<file path="src/rtl/pipeline_ctrl.sv">
// Stall/flush sequencer for the five-stage pipeline: Mealy hold vector, registered redirect.
// Optional STALL_COUNT_EN adds a saturating count of cycles with any stage held.
module pipeline_ctrl #(
  parameter int unsigned EX_CNT_W = 6
) (
  input  logic                clk,
  input  logic                rst,
  input  logic                stallreq_id,
  input  logic                ex_multi_start,
  input  logic [EX_CNT_W-1:0] ex_multi_cycles,
  input  logic                flush_req,
  input  logic [31:0]         flush_pc,
  output logic [5:0]          stall,
  output logic                flush,
  output logic [31:0]         new_pc,
  output logic                busy
`ifdef STALL_COUNT_EN
  ,
  output logic [31:0]         stall_cycles
`endif
);

  localparam logic [1:0] RUN     = 2'd0;
  localparam logic [1:0] EX_WAIT = 2'd1;
  localparam logic [1:0] FLUSH   = 2'd2;

  localparam logic [5:0] STALL_EX = 6'b001111;
  localparam logic [5:0] STALL_ID = 6'b000111;

  logic [1:0]          state;
  logic [1:0]          state_nxt;
  logic [EX_CNT_W-1:0] remain;
  logic [EX_CNT_W-1:0] remain_nxt;
  logic                ex_req;

  // A zero-length multi-cycle request is no request at all.
  assign ex_req = ex_multi_start && (ex_multi_cycles != '0);

  always_comb begin
    stall      = '0;
    state_nxt  = state;
    remain_nxt = remain;
    case (state)
      RUN: begin
        if (flush_req) begin
          state_nxt = FLUSH;
        end else if (ex_req) begin
          stall = STALL_EX;
          if (ex_multi_cycles != EX_CNT_W'(1)) begin
            state_nxt  = EX_WAIT;
            remain_nxt = ex_multi_cycles - EX_CNT_W'(1);
          end
        end else if (stallreq_id) begin
          stall = STALL_ID;
        end
      end
      EX_WAIT: begin
        if (flush_req) begin
          state_nxt  = FLUSH;
          remain_nxt = '0;
        end else begin
          stall = STALL_EX;
          // remain counts the EX_WAIT cycles still owed, including this one.
          if (remain <= EX_CNT_W'(1)) begin
            state_nxt  = RUN;
            remain_nxt = '0;
          end else begin
            remain_nxt = remain - EX_CNT_W'(1);
          end
        end
      end
      FLUSH: begin
        state_nxt = flush_req ? FLUSH : RUN;
      end
      default: begin
        state_nxt  = RUN;
        remain_nxt = '0;
      end
    endcase
    if (rst) begin
      stall = '0;
    end
  end

  always_ff @(posedge clk) begin
    if (rst) begin
      state  <= RUN;
      remain <= '0;
      flush  <= 1'b0;
      new_pc <= '0;
    end else begin
      state  <= state_nxt;
      remain <= remain_nxt;
      flush  <= flush_req;
      if (flush_req) begin
        new_pc <= flush_pc;
      end
    end
  end

  assign busy = !rst && (state != RUN);

`ifdef STALL_COUNT_EN
  always_ff @(posedge clk) begin
    if (rst) begin
      stall_cycles <= '0;
    end else if ((stall != '0) && (stall_cycles != '1)) begin
      stall_cycles <= stall_cycles + 32'd1;
    end
  end
`endif

endmodule

</file>
<file path="config.mk">
export PLATFORM = sky130hd
export DESIGN_NAME = pipeline_ctrl
export DESIGN_NICKNAME = d
export VERILOG_FILES = /design/src/rtl/pipeline_ctrl.sv
export SDC_FILE = /design/constraint.sdc
export NUM_CORES = 1
export LEC_CHECK = 0
export ABC_AREA = 1
export ABC_CLOCK_PERIOD_IN_PS = 1400
export CAP_MARGIN = 20
export CELL_PAD_IN_SITES_DETAIL_PLACEMENT = 0
export CELL_PAD_IN_SITES_GLOBAL_PLACEMENT = 1
export CORE_ASPECT_RATIO = 1.75
export CORE_UTILIZATION = 25
export DETAILED_ROUTE_END_ITERATION = 7
export PLACE_DENSITY = 0.75
export SKIP_LAST_GASP = 1
export SYNTH_ARGS = -nofsm -noshare
export SYNTH_HDL_FRONTEND = slang
export SYNTH_SLANG_ARGS = --single-unit
</file>
<file path="constraint.sdc">
create_clock -name clk -period 1.4 [get_ports clk]
set_input_delay 0.21 -clock clk [delete_from_list [all_inputs] [get_ports clk]]
set_output_delay 0.21 -clock clk [all_outputs]
set_load 0.01 [all_outputs]
</file>
# Yosys cells after proc, flatten, opt, wreduce, memory -nomap -nowiden

Index checks and enable logic that the tools add are counted.

Register bits: 41
Bits of input ports: 43

Add/sub/neg operators: 2
Order comparisons: 1
Eq/ne operators: 9
Muxes and demuxes: 19
Bitwise gates (word level): 1
Reductions and logical operators: 8

Operators by type and width:

| operator                                                                         | count |
|---|---|
| 6-bit two-way mux                                                                | 6 |
| 6-bit case mux with 3 select lines                                               | 1 |
| 2-bit two-way mux                                                                | 6 |
| 4-bit two-way mux                                                                | 3 |
| 6-bit by 1-bit subtractor with 6-bit output, second input constant               | 2 |
| 3-bit inequality test, second input constant                                     | 3 |
| 4-bit case mux with 2 select lines                                               | 1 |
| 6-bit by 1-bit less-or-equal comparator with 1-bit output, second input constant | 1 |
| 2-bit inequality test, second input constant                                     | 3 |
| 6-bit by 1-bit inequality test with 1-bit output, second input constant          | 1 |
| 2-bit case mux with 3 select lines                                               | 1 |
| 6-bit nonzero test                                                               | 1 |
| 4-bit AND reduction                                                              | 1 |
| 3-bit two-way mux                                                                | 1 |
| 3-bit AND reduction                                                              | 1 |
| 2-bit by 1-bit equality test with 1-bit output, second input constant            | 1 |
| 2-bit equality test, second input constant                                       | 1 |
| 1-bit logical AND                                                                | 2 |
| 2-bit zero test                                                                  | 1 |
| 2-bit nonzero test                                                               | 1 |
| 1-bit zero test                                                                  | 1 |
| 1-bit NOT                                                                        | 1 |

# Logic depth before layout (Yosys ltp)

Gate-level depths: netlist of the first run.

Word-level depth: 6
Depth in mapped cells: 11

# Worst setup path after synthesis of the first run

Ideal clock, no wire load.

Kind: flip-flop to output port
From: register state[0]
To: output port stall[1]
Arrival time: 1428 ps
Required time: 1190 ps
Path slack: -238 ps
Cell stages (with the launch flop): 8
Path buffers: 1
Path through: dfxtp_1 inv_1 ha_1 inv_1 nor2_1 nand2_1 a31oi_1 buf_4

Word-level cells in the longest chain between the ends: 3
Elaborated cells between the ends (all ways): 4
Those cells by class: eq/ne (1); mux (2); reduce/logical (1)

Ends and longest elaborated chain:

| element                                                                                  | line | source |
|---|---|---|
| start: declaration                                                                       | 30   | `logic [1:0] state;` |
| start signal: assignment                                                                 | 92   | `state <= state_nxt;` |
| 2-bit by 1-bit equality test with 1-bit output / 2-bit zero test (equally long branches) | 43   | `case (state)` |
| 4-bit case mux with 2 select lines *                                                     | 43   |  |
| 6-bit two-way mux *                                                                      | 80   | `if (rst) begin` |
| end: declaration                                                                         | 13   | `output logic [5:0] stall,` |

Every way passes the cells marked *; elsewhere a longest branch is shown, timed or not.

# Final worst setup path of the first run

From: register state[0]
To: output port stall[0]

The elaborated chain is that of the path after synthesis.

==> results of run 1 <==
-- flip-flops by register name, indices dropped and copies added, names as in the netlist --
| register | cells |
|---|---|
| flush | 1 |
| remain | 6 |
| new_pc | 32 |
| state | 2 |
-- layer usage --
metal	wire [um]	GRT usage, %
met2	3080	27.8
met5	0	0
met1	2170	14.4
met4	139	6.38
met3	315	3.96
-- critical path, delay by kind of cell (launching register included) --
family | cells | cell delay (ns)
buffers and inverters | 3 | 0.27
AOI/OAI and AO/OA | 1 | 0.19
adders and majority gates | 1 | 0.13
and+or+nand+nor | 2 | 0.17
DFF | 1 | 0.33
-- kinds of logic after synthesis --
| kind of cell | count (synthesis) | share of synthesized area [%] |
|---|---|---|
| AO/OA/AOI/OAI | 49 | 12.9 |
| XOR/XNOR | 2 | 0.906 |
| adder cells (fa/ha/maj) | 9 | 5.83 |
| buffers and inverters | 35 | 8.15 |
| flip-flops | 41 | 42.5 |
| other | 1 | 0.194 |
| AND/OR/NAND/NOR | 129 | 29.6 |
-- metrics by stage --
step	area [um^2]	power (W)	util, %
floorplan	1980	0.00172	-
global placement	3030	0.00215	40.3
detailed placement	3030	0.00216	40.3
CTS	3220	0.00333	42.9
global route	3280	0.00349	43.7
finish	3280	0.00330	43.7
-- worst min-delay path by stage --
stage | startpoint | to | depth (start not counted)
floorplan | flush_pc[0] | new_pc[0] | 2
global placement | new_pc[18] | new_pc[18] | 2
detailed placement | new_pc[18] | new_pc[18] | 2
CTS | new_pc[7] | new_pc[7] | 2
global route | flush_pc[7] | new_pc[7] | 3
finish | new_pc[18] | new_pc[18] | 2
-- repair_timing --
action                     in CTS  in global routing
pin swaps                       4                  4
setup buffers                   1                  1
resized for setup              49                 20
setup endpoints to repair      46                 19
-- cells in the final DEF, fill, tap and decap left out, types with 4 or more instances in the layout --
| cell | instances |
|---|---|
| sky130_fd_sc_hd__inv_1 | 10 |
| sky130_fd_sc_hd__nor2_2 | 4 |
| sky130_fd_sc_hd__nand3_1 | 12 |
| sky130_fd_sc_hd__inv_2 | 7 |
| sky130_fd_sc_hd__o21ai_1 | 7 |
| sky130_fd_sc_hd__nor2_1 | 77 |
| sky130_fd_sc_hd__buf_4 | 32 |
| sky130_fd_sc_hd__clkdlybuf4s50_1 | 62 |
| sky130_fd_sc_hd__nand3_2 | 5 |
| sky130_fd_sc_hd__ha_1 | 5 |
| sky130_fd_sc_hd__dlymetal6s2s_1 | 7 |
| sky130_fd_sc_hd__a21oi_1 | 4 |
| sky130_fd_sc_hd__dfxtp_1 | 38 |
| sky130_fd_sc_hd__nand2_1 | 18 |
| sky130_fd_sc_hd__clkbuf_16 | 5 |
| sky130_fd_sc_hd__o21ai_0 | 30 |
| sky130_fd_sc_hd__buf_2 | 5 |
| sky130_fd_sc_hd__dlygate4sd2_1 | 6 |
-- cell type report --
class | count | area, um^2 | share of cell area [%]
multi-input combinational | 191 | 1080 | 32.8
timing repair buffer | 113 | 1050 | 31.8
sequential | 41 | 825 | 25.1
clock buffer | 7 | 143 | 4.34
tap | 88 | 110 | 3.35
inverter | 20 | 85.1 | 2.59
-- power by group --
part           leakage [nW]  switching [W]  internal [W]  total [W]
sequential            0.341      0.0000509       0.00126    0.00131
clock                0.0700       0.000428      0.000699    0.00113
combinational          1.10       0.000413      0.000452   0.000865
==> parameters.txt, run 1 <==
Parameter                              Value

Setup path
  Kind of critical path ... flip-flop to primary output
  Arrival time of data at the critical path endpoint ... 1.36 ns
  Cell occurring most often along the worst timing path ... sky130_fd_sc_hd__inv_2
  Series of cell instances along the critical path ... inv_2 > ha_4 > inv_2 > nor2_4 > nand2_2 > a31oi_4 > buf_2
  Reg2reg path depth ... 7
  Endpoint of the worst register-to-register path ... remain[3]
  Crit path capture ... stall[0]
  R2r startpoint ... state[0]
  Peak fanout along the critical path ... 3
  Slowest cell on the critical path ... sky130_fd_sc_hd__dfxtp_2
  Critical Path Start Type ... flip-flop
  Setup crit end kind ... primary output
  CP required ... 1.19 ns
  Critical Path Start ... state[0]
  Slowest stage delay, CP ... 0.33 ns
  Worst-case register-to-register setup slack ... 0.01 ns

Placed design
  Hpwl dp ... 4.24 mm
  Input/output buffers ... 80
  Placer's final routability congestion estimate ... 0.866
  Pre-CTS WS ... -0.832 ns
  Number of instances in the placed design ... 451

Yosys
  Cell type with the highest aggregate area in the netlist ... sky130_fd_sc_hd__dfxtp_1
  Cells after synthesis ... 266
  FF+latch count, synth ... 41
  EDFF count, synth ... 0
  Post-synth top flop ... sky130_fd_sc_hd__dfxtp_1
  Yosys warns ... 0
  Cell with the most instances after synthesis ... sky130_fd_sc_hd__nor2_1
  Register area share after synthesis ... 42.5%
  Share of Yosys cell area claimed by the top area cell type ... 42.5%
  Combined area of all synthesized cells ... 1930 um^2
  Mean cell area of the mapped netlist ... 7.27 um^2
  Top cells by area in the synthesized netlist ... sky130_fd_sc_hd__dfxtp_1, sky130_fd_sc_hd__nor2_1, sky130_fd_sc_hd__o21ai_0, sky130_fd_sc_hd__ha_1, sky130_fd_sc_hd__nand2_1
  Most common library cells after synthesis ... sky130_fd_sc_hd__nor2_1, sky130_fd_sc_hd__dfxtp_1, sky130_fd_sc_hd__o21ai_0, sky130_fd_sc_hd__nand2_1, sky130_fd_sc_hd__inv_1
  Number of distinct library cell variants in the gate-level netlist after synthesis ... 30
  Async set-or-reset flop fraction in the synthesized netlist ... 0%

Drt
  Remaining DRCs ... 0
  Detailed Route Iter0 Violations ... 62
  Number of nets with antenna violations after detailed routing ... 0
  Overall routed net length ... 5.70 mm
  Vias per cell ... 4.45
  Drt pass-1 iters ... 4
  Post-DR wirelength/cell ... 12.4 um
  Routed vias ... 2,046

STA
  Post-route clock period utilization ... 112%
  Final-layout setup total negative slack ... -0.648 ns
  Pins Over Slew Limit ... 0
  Min setup slack post-route ... -0.167 ns
  Fmax ... 638 MHz
  WHS ... 0.487 ns
  RSZ-0062 raised after global routing ... yes
  Final clock skew ... 0.00149 ns
  Count of endpoints failing setup in the final report ... 5
  Number of hold violations in the final report ... 0
  Post-route minimum period ... 1.57 ns

Layout
  # nets final ... 424
  Fraction of final layout cells sized beyond drive strength 1 ... 22.8%
  Post-layout instance count excluding filler cells ... 460
  Antenna diodes ... 0
  Area growth from synthesis to layout ... 69.9%
  Fill cell instance count of the final layout ... 790

Clock network
  CTS H-tree depth ... 2
  Clock-pin slew on the worst setup and hold paths ... 0.06 ns
  Buffer type at the clock tree root ... sky130_fd_sc_hd__clkbuf_16
  Clock latency on the worst-skew pair ... 0.28 ns
  Number of hold buffers added after cts ... 0
  Sinks on the clock net ... 41
  Clock tree from TritonCTS ... done
  Number of buffers between clock root and the deepest sink ... 2
  Clock buffers created by TritonCTS ... 5

Floorplan
  Core area ... 7510 um^2
  Die area ... 8100 um^2
  Initial cell density of the core ... 25.7%
  Die Y ... 118 um
  Top Ports ... 83
  Core Rows ... 42
  Horizontal extent of the die ... 68.5 um

Run
  Max-cap violation count ... 0

Pwr
  Leakage ... 1.51 nW
  Max IR drop VDD ... 714 uV
  Power density over the cells ... 1010 nW/um^2

GRT
  Via count of the first global-routing pass ... 2,028
  Global routing usage summed across all routing layers ... 14.9%
  Global-route wire length before repair ... 9.07 mm
  Overflow left after global routing ... 0
  Largest net degree at the start of global routing ... 37
  Antenna violations before repair ... 0

Run status
  Status ... complete, but fails checks
  Failing checks ... negative setup slack

Worst hold path
  Class of the most critical hold timing path ... flip-flop to flip-flop
(Power assumes the default switching activity.)
==> inputs of run 2 (changes only) <==
--- a/config.mk
+++ b/config.mk
@@ -11,9 +11,9 @@
 export CELL_PAD_IN_SITES_DETAIL_PLACEMENT = 0
 export CELL_PAD_IN_SITES_GLOBAL_PLACEMENT = 1
 export CORE_ASPECT_RATIO = 1.75
-export CORE_UTILIZATION = 25
+export CORE_UTILIZATION = 26
 export DETAILED_ROUTE_END_ITERATION = 7
-export PLACE_DENSITY = 0.75
+export PLACE_DENSITY = 0.85
 export SKIP_LAST_GASP = 1
 export SYNTH_ARGS = -nofsm -noshare
 export SYNTH_HDL_FRONTEND = slang
==> run 2 against run 1 <==
Against the previous run: the flow still finishes with violations (negative setup slack); sequential power about the same; non-clock buffer count fell by 3; power is 6.2% higher.
==> parameters.txt, run 2 (synthesized netlist as in run 1, its figures left out) <==
Parameter                              Value

Placed design
  Pre-CTS WS ... -0.858 ns
  Placer's final routability congestion estimate ... 0.807
  Input/output buffers ... 80
  Hpwl dp ... 4.04 mm
  Number of instances in the placed design ... 446

Layout
  Registers with the most flip-flops ... new_pc (32), remain (6), state (2)
  Area growth from synthesis to layout ... 74.8%
  Largest register by flop count ... new_pc
  Fraction of final layout cells sized beyond drive strength 1 ... 24.6%
  Commonest non-fill, non-tap cells in the layout ... sky130_fd_sc_hd__nor2_1, sky130_fd_sc_hd__clkdlybuf4s50_1, sky130_fd_sc_hd__dfxtp_1
  Max reg flops ... 32
  Post-layout instance count excluding filler cells ... 456
  Antenna diodes ... 0
  # nets final ... 421
  Most common cell after layout, fill and taps aside ... sky130_fd_sc_hd__nor2_1

Drt
  Vias per cell ... 4.52
  Overall routed net length ... 5.58 mm
  Post-DR wirelength/cell ... 12.2 um
  Drt pass-1 iters ... 4
  Remaining DRCs ... 0
  Detailed Route Iter0 Violations ... 71
  Routed vias ... 2,062
  Number of nets with antenna violations after detailed routing ... 0

Floorplan
  Top Ports ... 83
  Horizontal extent of the die ... 67.2 um
  Core Rows ... 41
  Die Y ... 116 um
  Die area ... 7800 um^2
  Core area ... 7180 um^2
  Initial cell density of the core ... 26.9%

Setup path
  Cell occurring most often along the worst timing path ... sky130_fd_sc_hd__inv_2
  Series of cell instances along the critical path ... inv_2 > ha_2 > inv_1 > nor2_4 > inv_2 > a31oi_4 > buf_2
  Slowest cell on the critical path ... sky130_fd_sc_hd__dfxtp_2
  Kind of critical path ... flip-flop to primary output
  Arrival time of data at the critical path endpoint ... 1.40 ns
  Critical Path Start Type ... flip-flop
  Peak fanout along the critical path ... 3
  Slowest stage delay, CP ... 0.32 ns
  Critical path buffers and inverters ... 4
  Largest delay contributor family on the critical path ... buffers and inverters
  Setup crit end kind ... primary output
  CP required ... 1.19 ns

STA
  Post-route minimum period ... 1.61 ns
  Count of endpoints failing setup in the final report ... 5
  Final clock skew ... 0.000882 ns
  Post-route clock period utilization ... 115%
  RSZ-0062 raised after global routing ... yes
  Min setup slack post-route ... -0.212 ns
  Final-layout setup total negative slack ... -0.820 ns
  Number of hold violations in the final report ... 0
  Fmax ... 620 MHz
  Pins Over Slew Limit ... 0

Clock network
  Sinks on the clock net ... 41
  Buffer type at the clock tree root ... sky130_fd_sc_hd__clkbuf_16
  Clock tree from TritonCTS ... done
  Clock latency on the worst-skew pair ... 0.28 ns
  Number of buffers between clock root and the deepest sink ... 2
  Clock buffers created by TritonCTS ... 5
  Number of hold buffers added after cts ... 0
  CTS H-tree depth ... 2
  Clock-pin slew on the worst setup and hold paths ... 0.06 ns

GRT
  Antenna violations before repair ... 0
  Via count of the first global-routing pass ... 2,077
  Global-route wire length before repair ... 9.02 mm
  Overflow left after global routing ... 0
  Global routing usage summed across all routing layers ... 15.2%
  Largest net degree at the start of global routing ... 37

Run status
  Failing checks ... negative setup slack
  Status ... complete, but fails checks

Pwr
  Max IR drop VDD ... 850 uV
  Power density over the cells ... 1040 nW/um^2
  Total power consumption of the routed design ... 0.00351 W
  Leakage ... 1.66 nW

Run
  Max-cap violation count ... 0

Worst hold path
  Class of the most critical hold timing path ... flip-flop to flip-flop
[run 2: path summary, 6_finish.rpt]
| kind | from | endpoint | slack, ns | cells after the start |
|---|---|---|---|---|
| max | state[1] | stall[0] | -0.21 | 7 |
| min | new_pc[19] | new_pc[19] | 0.48 | 2 |
| max reg2reg | state[0] | remain[1] | 0 | 8 |
| min reg2reg | new_pc[19] | new_pc[19] | 0.48 | 2 |
[run 2: worst register-to-register path, stage by stage (launching register included)]
cell	delay, ns
sky130_fd_sc_hd__dfxtp_2	0.35
sky130_fd_sc_hd__inv_2	0.05
sky130_fd_sc_hd__buf_4	0.14
sky130_fd_sc_hd__ha_4	0.16
sky130_fd_sc_hd__or2_4	0.28
sky130_fd_sc_hd__nand2_8	0.12
sky130_fd_sc_hd__buf_4	0.11
sky130_fd_sc_hd__o21ai_1	0.05
sky130_fd_sc_hd__nor2_1	0.08
[run 2: timing repair]
item                                    in CTS  in global routing
endpoints found under the setup margin      45                 31
buffers inserted                             2                  1
resized for setup                           44                 48
pin swaps                                    6                  5
[run 2: per-stage QoR]
stage / utilization, % / area, um^2 / hold slack (ns)
after global placement: 42.0 / 3020 / 0.467
after CTS: 45.1 / 3240 / 0.489
after global routing: 47.0 / 3380 / 0.505
after floorplan: - / 1980 / 0.345
after detailed placement: 42.0 / 3020 / 0.475
final: 47.0 / 3380 / 0.481
[run 2: final cells by class]
cell class,count,area [um^2]
clock buffers,5,125
clock inverters,3,46.3
fillers,711,3800
inverters,20,85.1
multi-input cells,191,1110
flip-flops and latches,41,826
well taps,86,108
repair buffers,110,1080
[run 2: report_power, final]
group,total [W],internal (W),switching (W)
clock network,0.00130,0.000843,0.000459
logic,0.000894,0.000463,0.000431
registers,0.00131,0.00126,0.0000527
[run 2: routing by layer]
layer / global-route usage (%) / part of all wire (%) / vias up
met5: 0 / 0 / -
met4: 8.37 / 2.5 / 0
met3: 3.94 / 5.6 / 10
met2: 27.4 / 56 / 67
met1: 15.2 / 36 / 935
li1: - / - / 1050
==> inputs of run 3 (changes only) <==
--- a/config.mk
+++ b/config.mk
@@ -13,6 +13,7 @@
 export CORE_ASPECT_RATIO = 1.75
 export CORE_UTILIZATION = 26
 export DETAILED_ROUTE_END_ITERATION = 7
+export MAX_ROUTING_LAYER = met4
 export PLACE_DENSITY = 0.85
 export SKIP_LAST_GASP = 1
 export SYNTH_ARGS = -nofsm -noshare
==> run 3 against run 2 <==
Against the previous run: critical endpoint unchanged; final cell count is the same; register-to-register slack is essentially flat; sequential power is essentially flat; die area is the same; maximum frequency is essentially flat; combinational power is essentially flat; the flow still finishes with violations (negative setup slack); first-iteration DRC count shrank 2.8%; non-clock buffer count is the same; power is essentially flat; critical path depth is the same; clock power is essentially flat; largest cell class unchanged; via count is the same.
==> parameters.txt, run 3 (synthesized netlist as in run 1, its figures left out) <==
Parameter                              Value

Run status
  Status ... complete, but fails checks
  Failing checks ... negative setup slack

STA
  WHS ... 0.481 ns
  RSZ-0062 raised after global routing ... yes
  Number of hold violations in the final report ... 0
  Post-route minimum period ... 1.61 ns
  Fmax ... 620 MHz
  Post-route clock period utilization ... 115%
  Count of endpoints failing setup in the final report ... 6
  Min setup slack post-route ... -0.212 ns
  Final clock skew ... 0.00120 ns
  Pins Over Slew Limit ... 0

Clock network
  CTS H-tree depth ... 2
  Clock-pin slew on the worst setup and hold paths ... 0.06 ns
  Number of buffers between clock root and the deepest sink ... 2
  Clock tree from TritonCTS ... done
  Clock buffers created by TritonCTS ... 5
  Sinks on the clock net ... 41
  Clock latency on the worst-skew pair ... 0.28 ns
  Buffer type at the clock tree root ... sky130_fd_sc_hd__clkbuf_16

Floorplan
  Core area ... 7180 um^2
  Core Rows ... 41
  Horizontal extent of the die ... 67.2 um
  Top Ports ... 83
  Initial cell density of the core ... 26.9%
  Die area ... 7800 um^2
  Die Y ... 116 um

GRT
  Largest net degree at the start of global routing ... 37
  Met2 routing resource usage after global routing ... 27.5%
  M3 GR Usage ... 3.05%
  Antenna violations before repair ... 0
  Overflow left after global routing ... 0
  Met1 Resource Use GR ... 15.7%
  Global-route wire length before repair ... 9.01 mm
  Global routing usage summed across all routing layers ... 15.6%
  Most used routing layer in global routing ... met2
  Via count of the first global-routing pass ... 2,078

Drt
  Drt pass-1 iters ... 4
  Post-DR wirelength/cell ... 12.2 um
  Vias per cell ... 4.52
  Detailed Route Iter0 Violations ... 69
  Routed vias ... 2,062
  Number of nets with antenna violations after detailed routing ... 0
  Overall routed net length ... 5.58 mm
  Remaining DRCs ... 0

Setup path
  Kind of critical path ... flip-flop to primary output
  CP required ... 1.19 ns
  Critical Path Start Type ... flip-flop
  Arrival time of data at the critical path endpoint ... 1.40 ns
  Setup crit end kind ... primary output
  Peak fanout along the critical path ... 3

Layout
  Largest register by flop count ... new_pc
  Max reg flops ... 32
  Commonest non-fill, non-tap cells in the layout ... sky130_fd_sc_hd__nor2_1, sky130_fd_sc_hd__clkdlybuf4s50_1, sky130_fd_sc_hd__dfxtp_1
  Registers with the most flip-flops ... new_pc (32), remain (6), state (2)
  Most common cell after layout, fill and taps aside ... sky130_fd_sc_hd__nor2_1
  Area growth from synthesis to layout ... 74.8%
  Fraction of final layout cells sized beyond drive strength 1 ... 24.6%
  # nets final ... 421
  Antenna diodes ... 0
  Post-layout instance count excluding filler cells ... 456

Placed design
  Placer's final routability congestion estimate ... 0.819
  Number of instances in the placed design ... 446
  Hpwl dp ... 4.04 mm
  Input/output buffers ... 80

Run
  Max-cap violation count ... 0

Pwr
  Power density over the cells ... 1040 nW/um^2
  Total power consumption of the routed design ... 0.00351 W
  Max IR drop VDD ... 850 uV
  Leakage ... 1.66 nW

Worst hold path
  Class of the most critical hold timing path ... flip-flop to flip-flop
## run 3: layout make-up
class | instances | area [um^2]
clock buffers | 5 | 125
multi-input cells | 191 | 1110
clock inverters | 3 | 46.3
fillers | 711 | 3800
flip-flops and latches | 41 | 826
inverters | 20 | 85.1
well taps | 86 | 108
repair buffers | 110 | 1080
## run 3: repair_timing
action	in CTS	in global routing
gates cloned	0	0
setup buffers	2	1
pin swaps	6	5
setup endpoints to repair	45	31
gates resized for setup	44	48
hold buffers	0	0
## run 3: final timing paths
check,slack (ns),to,start,cells after the start
worst max-delay path,-0.21,stall[0],state[1],7
worst min-delay path,0.48,new_pc[19],new_pc[19],2
worst max register to register,0,remain[1],state[0],8
worst min register to register,0.48,new_pc[19],new_pc[19],2
## run 3: power breakdown
group          total [W]  internal [W]  switching [W]  leakage [nW]
sequential       0.00131       0.00126      0.0000528         0.342
combinational   0.000893      0.000463       0.000430          1.24
clock            0.00130      0.000843       0.000459        0.0800
## run 3: per-stage QoR
stage          worst slack (ns)  utilization (%)  area (um^2)  setup TNS, ns
3_5_place_dp             -0.858             42.0         3020         -23.07
4_1_cts                  -0.207             45.1         3240         -0.760
5_1_grt                  -0.284             47.0         3380          -1.45
6_report                 -0.212             47.0         3380         -0.820
3_3_place_gp             -0.844             42.0         3020         -22.17
2_1_floorplan           0.00408                -         1980              0
## run 3: critical path: stages, from the launching register on
cell	delay (ns)
sky130_fd_sc_hd__dfxtp_2	0.32
sky130_fd_sc_hd__inv_2	0.08
sky130_fd_sc_hd__ha_2	0.16
sky130_fd_sc_hd__inv_1	0.06
sky130_fd_sc_hd__nor2_4	0.13
sky130_fd_sc_hd__inv_2	0.07
sky130_fd_sc_hd__a31oi_4	0.15
sky130_fd_sc_hd__buf_2	0.16
## run 3: routing by layer
layer | vias to the layer above | part of all wire [%]
met3 | 12 | 5.1
met4 | 0 | 2.4
met2 | 65 | 56
met5 | - | 0
li1 | 1050 | -
met1 | 935 | 37
